**config.mk**
```make
export PLATFORM = sky130hd
export DESIGN_NAME = alu_issue_stage
export DESIGN_NICKNAME = d
export VERILOG_FILES = /design/src/rtl/alu_pkg.sv /design/src/rtl/alu_cmd_fifo.sv /design/src/rtl/alu_issue_stage.sv
export SDC_FILE = /design/constraint.sdc
export NUM_CORES = 1
export LEC_CHECK = 0
export ABC_AREA = 1
export BUFFER_PORTS_ARGS = -buffer_cell sky130_fd_sc_hd__buf_2
export CAP_MARGIN = 20
export CORE_ASPECT_RATIO = 0.6
export CORE_MARGIN = 3
export CORE_UTILIZATION = 25
export DETAILED_ROUTE_END_ITERATION = 7
export SYNTH_ARGS = -nofsm -noshare
export SYNTH_HDL_FRONTEND = slang
export SYNTH_SLANG_ARGS = --single-unit
```
**constraint.sdc**
```tcl
create_clock -name clk -period 7.5 [get_ports clk]
set_input_delay 1.5 -clock clk [delete_from_list [all_inputs] [get_ports clk]]
set_output_delay 1.5 -clock clk [all_outputs]
set_load 0.01 [all_outputs]
```
**src/rtl/alu_pkg.sv**
```systemverilog
// Shared definitions for the ALU issue path: opcodes, default datapath
// width and the result-register FSM state encoding.
package alu_pkg;

    localparam int unsigned ALU_WIDTH = 16;

    localparam logic [1:0] ALU_ADD = 2'b00;
    localparam logic [1:0] ALU_SUB = 2'b01;
    localparam logic [1:0] ALU_AND = 2'b10;
    localparam logic [1:0] ALU_OR  = 2'b11;

    localparam logic [0:0] RES_EMPTY = 1'b0;
    localparam logic [0:0] RES_FULL  = 1'b1;

endpackage : alu_pkg

```
**src/rtl/alu_cmd_fifo.sv**
```systemverilog
// Command FIFO for alu_issue_stage: circular buffer of packed {sel,b,a}
// entries with wrapping read/write pointers and an occupancy count.
//   clk, rst_n        : clock, async active-low reset
//   push, push_entry  : write an entry (caller guarantees not full)
//   pop               : drop the head (caller guarantees not empty)
//   head              : entry at the read pointer (undefined when empty)
//   count             : occupancy, 0..DEPTH
module alu_cmd_fifo #(
    parameter int unsigned ENTRY_W = 34,
    parameter int unsigned DEPTH   = 4
) (
    input  logic                     clk,
    input  logic                     rst_n,
    input  logic                     push,
    input  logic [ENTRY_W-1:0]       push_entry,
    input  logic                     pop,
    output logic [ENTRY_W-1:0]       head,
    output logic [$clog2(DEPTH):0]   count
);

    localparam int unsigned PW = $clog2(DEPTH);
    localparam int unsigned CW = $clog2(DEPTH) + 1;

    logic [ENTRY_W-1:0] mem_q [DEPTH];
    logic [PW-1:0]      wr_ptr_q, wr_ptr_d;
    logic [PW-1:0]      rd_ptr_q, rd_ptr_d;
    logic [CW-1:0]      count_q, count_d;

    // Pointer and occupancy update; DEPTH is a power of two so pointers wrap naturally.
    always_comb begin
        wr_ptr_d = wr_ptr_q;
        rd_ptr_d = rd_ptr_q;
        count_d  = count_q;
        if (push) wr_ptr_d = wr_ptr_q + PW'(1);
        if (pop)  rd_ptr_d = rd_ptr_q + PW'(1);
        case ({push, pop})
            2'b10:   count_d = count_q + CW'(1);
            2'b01:   count_d = count_q - CW'(1);
            default: count_d = count_q;
        endcase
    end

    always_ff @(posedge clk or negedge rst_n) begin
        if (!rst_n) begin
            wr_ptr_q <= '0;
            rd_ptr_q <= '0;
            count_q  <= '0;
        end else begin
            wr_ptr_q <= wr_ptr_d;
            rd_ptr_q <= rd_ptr_d;
            count_q  <= count_d;
        end
    end

    // Storage needs no reset: stale contents are never visible once count is cleared.
    always_ff @(posedge clk) begin
        if (push) mem_q[wr_ptr_q] <= push_entry;
    end

    assign head  = mem_q[rd_ptr_q];
    assign count = count_q;

endmodule : alu_cmd_fifo

```
**src/rtl/alu_issue_stage.sv**
```systemverilog
// Issue stage for alu_simple: buffers commands in a FIFO, drives the head
// onto the ALU, and registers the ALU result into a valid/ready slot.
// Optional macro ALU_ISSUE_FLAGS_EN adds registered res_zero/res_neg flags.
//   cmd_valid/cmd_ready/cmd_a/cmd_b/cmd_sel : command input handshake
//   alu_a/alu_b/alu_sel -> alu_simple, alu_y <- alu_simple (combinational)
//   res_valid/res_ready/res_y/res_sel       : registered result handshake
//   count                                   : FIFO occupancy (excl. result reg)
module alu_issue_stage
    import alu_pkg::*;
#(
    parameter int unsigned WIDTH = ALU_WIDTH,
    parameter int unsigned DEPTH = 4
) (
    input  logic                   clk,
    input  logic                   rst_n,
    input  logic                   cmd_valid,
    output logic                   cmd_ready,
    input  logic [WIDTH-1:0]       cmd_a,
    input  logic [WIDTH-1:0]       cmd_b,
    input  logic [1:0]             cmd_sel,
    output logic [WIDTH-1:0]       alu_a,
    output logic [WIDTH-1:0]       alu_b,
    output logic [1:0]             alu_sel,
    input  logic [WIDTH-1:0]       alu_y,
    output logic                   res_valid,
    input  logic                   res_ready,
    output logic [WIDTH-1:0]       res_y,
    output logic [1:0]             res_sel,
    output logic [$clog2(DEPTH):0] count
`ifdef ALU_ISSUE_FLAGS_EN
    ,
    output logic                   res_zero,
    output logic                   res_neg
`endif
);

    localparam int unsigned CW = $clog2(DEPTH) + 1;
    localparam int unsigned EW = 2 * WIDTH + 2;

    logic          fifo_push;
    logic          fifo_pop;
    logic [EW-1:0] push_entry;
    logic [EW-1:0] head;
    logic [CW-1:0] fifo_count;
    logic          head_valid;
    logic          capture;

    logic [0:0]       state_q, state_d;
    logic [WIDTH-1:0] res_y_q, res_y_d;
    logic [1:0]       res_sel_q, res_sel_d;

    alu_cmd_fifo #(
        .ENTRY_W (EW),
        .DEPTH   (DEPTH)
    ) u_fifo (
        .clk        (clk),
        .rst_n      (rst_n),
        .push       (fifo_push),
        .push_entry (push_entry),
        .pop        (fifo_pop),
        .head       (head),
        .count      (fifo_count)
    );

    // Readiness depends only on FIFO state; a same-cycle pop never frees a slot.
    assign cmd_ready  = (fifo_count != CW'(DEPTH));
    assign fifo_push  = cmd_valid && cmd_ready;
    assign push_entry = {cmd_sel, cmd_b, cmd_a};
    assign head_valid = (fifo_count != '0);
    assign count      = fifo_count;

    // ALU operands come from the head entry, forced to zero when empty.
    assign alu_a   = head_valid ? head[WIDTH-1:0]       : '0;
    assign alu_b   = head_valid ? head[2*WIDTH-1:WIDTH] : '0;
    assign alu_sel = head_valid ? head[EW-1:2*WIDTH]    : '0;

    // Result-register FSM: capture the ALU output whenever the slot is free or being drained.
    always_comb begin
        state_d   = state_q;
        res_y_d   = res_y_q;
        res_sel_d = res_sel_q;
        capture   = 1'b0;
        case (state_q)
            RES_EMPTY: begin
                if (head_valid) begin
                    capture = 1'b1;
                    state_d = RES_FULL;
                end
            end
            RES_FULL: begin
                if (res_ready) begin
                    if (head_valid) capture = 1'b1;
                    else            state_d = RES_EMPTY;
                end
            end
            default: state_d = RES_EMPTY;
        endcase
        fifo_pop = capture;
        if (capture) begin
            res_y_d   = alu_y;
            res_sel_d = alu_sel;
        end
    end

    always_ff @(posedge clk or negedge rst_n) begin
        if (!rst_n) begin
            state_q   <= RES_EMPTY;
            res_y_q   <= '0;
            res_sel_q <= '0;
        end else begin
            state_q   <= state_d;
            res_y_q   <= res_y_d;
            res_sel_q <= res_sel_d;
        end
    end

    assign res_valid = (state_q == RES_FULL);
    assign res_y     = res_y_q;
    assign res_sel   = res_sel_q;

`ifdef ALU_ISSUE_FLAGS_EN
    logic res_zero_q, res_zero_d;
    logic res_neg_q, res_neg_d;

    // Flags are captured with the result and held alongside it.
    always_comb begin
        res_zero_d = res_zero_q;
        res_neg_d  = res_neg_q;
        if (capture) begin
            res_zero_d = (alu_y == '0);
            res_neg_d  = alu_y[WIDTH-1];
        end
    end

    always_ff @(posedge clk or negedge rst_n) begin
        if (!rst_n) begin
            res_zero_q <= 1'b0;
            res_neg_q  <= 1'b0;
        end else begin
            res_zero_q <= res_zero_d;
            res_neg_q  <= res_neg_d;
        end
    end

    assign res_zero = res_zero_q;
    assign res_neg  = res_neg_q;
`endif

endmodule : alu_issue_stage

```
# Yosys cells after proc, flatten, opt, wreduce, memory -nomap -nowiden
# Memory sizes are Yosys's and may differ from the RTL's.
# Index checks and enable logic that the tools add are counted.
classes:
  muxes: 11
  reduce_logical: 3
  bitwise_logic: 1
  addsub: 4
  eq_ne: 3
ops:
  columns: ["operator", "n"]
  rows:
  - ["$mux W16", 2]
  - ["$pmux W3 S2", 1]
  - ["$mux W1", 5]
  - ["$add A2 B1 Y2 const B", 2]
  - ["$pmux W1 S2", 2]
  - ["$add A3 B1 Y3 const B", 1]
  - ["$ne A3 B3 Y1 const B", 1]
  - ["$reduce_bool A3 Y1", 1]
  - ["$sub A3 B1 Y3 const B", 1]
  - ["$eq A2 B1 Y1 const B", 1]
  - ["$eq A2 B2 Y1 const B", 1]
  - ["$mux W2", 1]
  - ["$reduce_bool A2 Y1", 1]
  - ["$logic_and A1 B1 Y1", 1]
  - ["$not A1 Y1", 1]
totals:
  ramBits: 136
  in_bits: 54
  regBits: 26
  memories: 1
  out_inout_bits: 57
mem_list:
  columns: ["name", "words", "word_bits", "rd", "rd_ports_with_merged_regs", "write_ports", "line_no", "source"]
  rows:
  - ["u_fifo.mem_q", 4, 34, 1, 0, 1, "alu_cmd_fifo.sv:24", "logic [ENTRY_W-1:0] mem_q [DEPTH];"]

# Depth between registers and ports, before layout
depth:
  word_depth: 6
  mapped_depth: 11
  depth_no_buf: 10

# By module
# A second synthesis with hierarchy kept.
unflattened:
  cells_unflattened: 603
  hier_area_um2: 6870.3
by_module_without_submodules:
  columns: ["mod", "seq_area_each_um2", "n_inst", "cells_each", "area_per_inst_um2"]
  rows:
  - ["alu_cmd_fifo", 4259.1, 1, 443, 5771.8]
  - ["alu_issue_stage", 475.5, 1, 160, 1098.6]

# Worst setup path before layout
# Ideal clock, no wire load.
synth_timing:
  path_kind: "input to register"
  start: "input cmd_valid"
  end: "memory u_fifo.mem_q[0][0], enable pin"
  setup_slack_ps: 4028
  cell_stages: 2
  path_buffers: 0
  arrival_ps: 3046
  cell_sequence: "nand2_2 > nor2_1"
synth_via:
  elab_chain_cells: 3
synth_lines:
  columns: ["element", "line_no", "source"]
  rows:
  - ["start: declaration", "alu_issue_stage.sv:16", "input logic cmd_valid,"]
  - ["$logic_and A1 B1 Y1", "alu_issue_stage.sv:67", "assign fifo_push = cmd_valid && cmd_ready;"]
  - ["$mux W1", "alu_cmd_fifo.sv:57", "if (push) mem_q[wr_ptr_q] <= push_entry;"]
  - ["$mux W1 (not written as such)", "alu_cmd_fifo.sv:57", null]
  - ["end: declaration", "alu_cmd_fifo.sv:24", null]
# Every way passes these cells.

# Worst setup path in the final report
layout_timing:
  start: "register u_fifo.rd_ptr_q[1]"
  end: "output alu_sel[0]"
layout_via:
  elab_chain_cells: 2
layout_lines:
  columns: ["element", "line_no", "source"]
  rows:
  - ["start: declaration", "alu_cmd_fifo.sv:26", "logic [PW-1:0] rd_ptr_q, rd_ptr_d;"]
  - ["start signal: assignment", "alu_cmd_fifo.sv:50", "rd_ptr_q <= rd_ptr_d;"]
  - ["$mem_v2 Z4 W34", null, null]
  - ["$mux W2", "alu_issue_stage.sv:75", "assign alu_sel = head_valid ? head[EW-1:2*WIDTH] : '0;"]
  - ["end: declaration", "alu_issue_stage.sv:23", "output logic [1:0] alu_sel,"]
# Every way passes these cells.

==> out/metrics.cfg <==
[routing]
first_pass_iters = 5
routed_wirelength_mm = 16.05
detail_route.wl_per_cell_um = 14.53
drc_errors = 0
ant_nets = 0
via_per_inst = 4.047
drt-initial-drc-count = 219
vias = 4468

[clocking]
cts_resized = 0
clk_pin_slew_ns = 0.06
numCtsBuffers = 17
cts_hold_buffers = 0
clockBufferDepth = 2
cts_tree = built
clkLatencyLatePin_ns = 0.43
cts_setup_buffers = 0
cts-htree-levels = 4
cts_num_sinks = 162
cts-root-buf = clkbuf_16

[worst_setup_path]
critPathBufInv = 3
cp-startpoint = u_fifo.rd_ptr_q[1]
endpoint_kind = output pin
crit_chain = clkinv_1 -> buf_4 -> nand3_1 -> nand2_1 -> nor2_1 -> buf_2
r2r-end = res_sel[1]
worstPathRequired_ns = 6.00
critical_path_cell_count = 6
reg2reg_depth = 5
cp_slowest_cell = dfrtp_2
cpPeakStageDelay_ns = 0.90
r2r_setup_slack_ns = 4.91
startpoint_type = register
cp-endpoint = alu_sel[0]
arrival_ns = 2.97
critical_path_class = register to output pin
crit_fanout = 37
r2r-start = u_fifo.rd_ptr_q[1]
crit_family = buffers and inverters

[synth]
mappedNetlistArea_um2 = 6760
postSynthCellCount = 631
netlist_top_cells_area = edfxtp_1 60%, nand2_1 15%, dfrtp_1 9.6%
async_flop_share_pct = 16.05
ys_types = 21
synthFlopType = edfxtp_1
synth_most_common_cell = nand2_1
yosysTopAreaCell = edfxtp_1
synth_top_area_share_pct = 60.41
yosys_warnings = 0
synth_common_cells = 265 x nand2_1, 136 x edfxtp_1, 78 x inv_1, 40 x nand3_1, 32 x a21oi_1
seq_area_frac_synth_pct = 70.04
syn_avg_cell_area_um2 = 10.71
synth_fp_nets = 691
synth-edff-count = 136
ys_ff_latch = 162

[min_path]
hp-class = register to register

[pwr]
p_leak_nw = 3.640
finalPower_mw = 3.398
ir_worst_vdd_mv = 0.2876
p_per_area_nw_per_um2 = 411.9

[sta]
min_period_ns = 4.469
setup_viol = 0
setup_tns_ns = 0
setup_ws_ns = 3.031
clock_skew_ns = 0.008038
relSlewSlack_pct = 45.25
worstMarginPinSlew_ns = 0.8212
holdWs_ns = 0.4766
drv_slew = 0
hold_viol_final = 0
fin_crit_sh_pct = 59.59
rsz0062_at_grt = false
fmax_mhz = 223.7

[global_route]
grt_pass1_vias = 4272
gr-total-overflow = 0
grt_pass1_wl_mm = 24.45
grt_max_degree = 70
antenna_found_initial = 1
grt_use_total_pct = 11.30

[final_layout]
drive_above_1_share_pct = 21.14
area_growth_pct = 22.02
utilization_pct = 31.78
design_area_um2 = 8249
antenna_cells = 0
num-nets-final = 799
stdcell_count = 1104

[floorplan]
ios = 111
chipWidth_um = 218.3
num_rows = 45
die_h_um = 133.4
die_area_um2 = 29110
fp.coreArea_um2 = 25960
initial_utilization_pct = 26.04

[placed_design]
dp_worst_setup_slack_ns = 3.476
dp.cells = 1072
place.gp.congestion = 0.6743
io_buffer_count = 110
placed_cell_area_um2 = 7666
hpwl_mm = 9.958

[flow_run]
cap_violations = 0

[outcome]
status = finished clean

## worst min path at each step
stage	from	endpoint	slack, ns	depth (start not counted)
4_1_cts	res_y[11]	res_y[11]	0.48	2
3_3_place_gp	res_y[4]	res_y[4]	0.46	2
3_5_place_dp	res_y[11]	res_y[11]	0.46	2
6_report	res_sel[0]	res_sel[0]	0.48	2
2_1_floorplan	u_fifo.wr_ptr_q[1]	u_fifo.wr_ptr_q[1]	0.49	2
5_1_grt	res_sel[0]	res_sel[0]	0.49	2
## cells in the final DEF (no fill, tap or decap)
| master | count |
|---|---|
| nand2_1 | 265 |
| edfxtp_1 | 136 |
| buf_2 | 110 |
| inv_1 | 78 |
| nand3_1 | 40 |
| a21oi_1 | 32 |
| dfrtp_1 | 24 |
| clkbuf_16 | 17 |
| buf_4 | 7 |
| nor2_4 | 5 |
| ha_1 | 5 |
| clkinvlp_4 | 5 |
| nor2_1 | 3 |
| xor2_1 | 3 |
| inv_2 | 2 |
| clkinv_1 | 2 |
| o21ai_0 | 2 |
| xnor2_1 | 2 |
| inv_6 | 2 |
| clkinv_4 | 2 |
| clkinv_2 | 2 |
| bufinv_16 | 2 |
| dfrtp_2 | 2 |
| nand2_2 | 1 |
| a21oi_4 | 1 |
| fa_1 | 1 |
| inv_8 | 1 |
## registers in the layout, indices dropped and copies added, names as in the netlist
signal,flops
res_y,16
res_sel,2
u_fifo.count,3
res_valid,1
u_fifo.rd_ptr_q,2
u_fifo.mem_q,136
u_fifo.wr_ptr_q,2
## metal layers
metal / vias to the layer above / wire, um / track usage [%]
met1: 2109 / 7834 / 15.62
met4: 2 / 133 / 3.040
met2: 111 / 7109 / 16.88
met5: - / 9 / 0
met3: 12 / 960 / 3.921
li1: 2234 / - / -
## area by class of cell
class,instances,area (um2)
Multi-Input combinational cell,360,1582
Tap cell,352,440.4
Timing Repair Buffer,117,603.1
Fill cell,2654,17710
Clock buffer,17,425.4
Clock inverter,15,157.7
Inverter,81,304.0
Sequential cell,162,4737
## kinds of logic after synthesis
| group | synth area share (%) |
|---|---|
| adder cells (fa/ha/maj) | 1.222 |
| flip-flops | 70.04 |
| AO/OA/AOI/OAI | 2.758 |
| AND/OR/NAND/NOR | 18.32 |
| buffers and inverters | 7.015 |
| XOR/XNOR | 0.6479 |
## power breakdown
part / switching, mW / internal, mW
Clock: 0.366 / 0.492
Combinational: 0.821 / 0.404
Sequential: 0.107 / 1.21
Total: 1.29 / 2.10
## worst reg2reg max path, delay by kind of cell, from the launching register on
family        cells  cell delay (ns)
flops             1             0.90
buf+inv           2             1.20
simple gates      3             0.42
No activity file was read; power rests on OpenSTA's default activity.
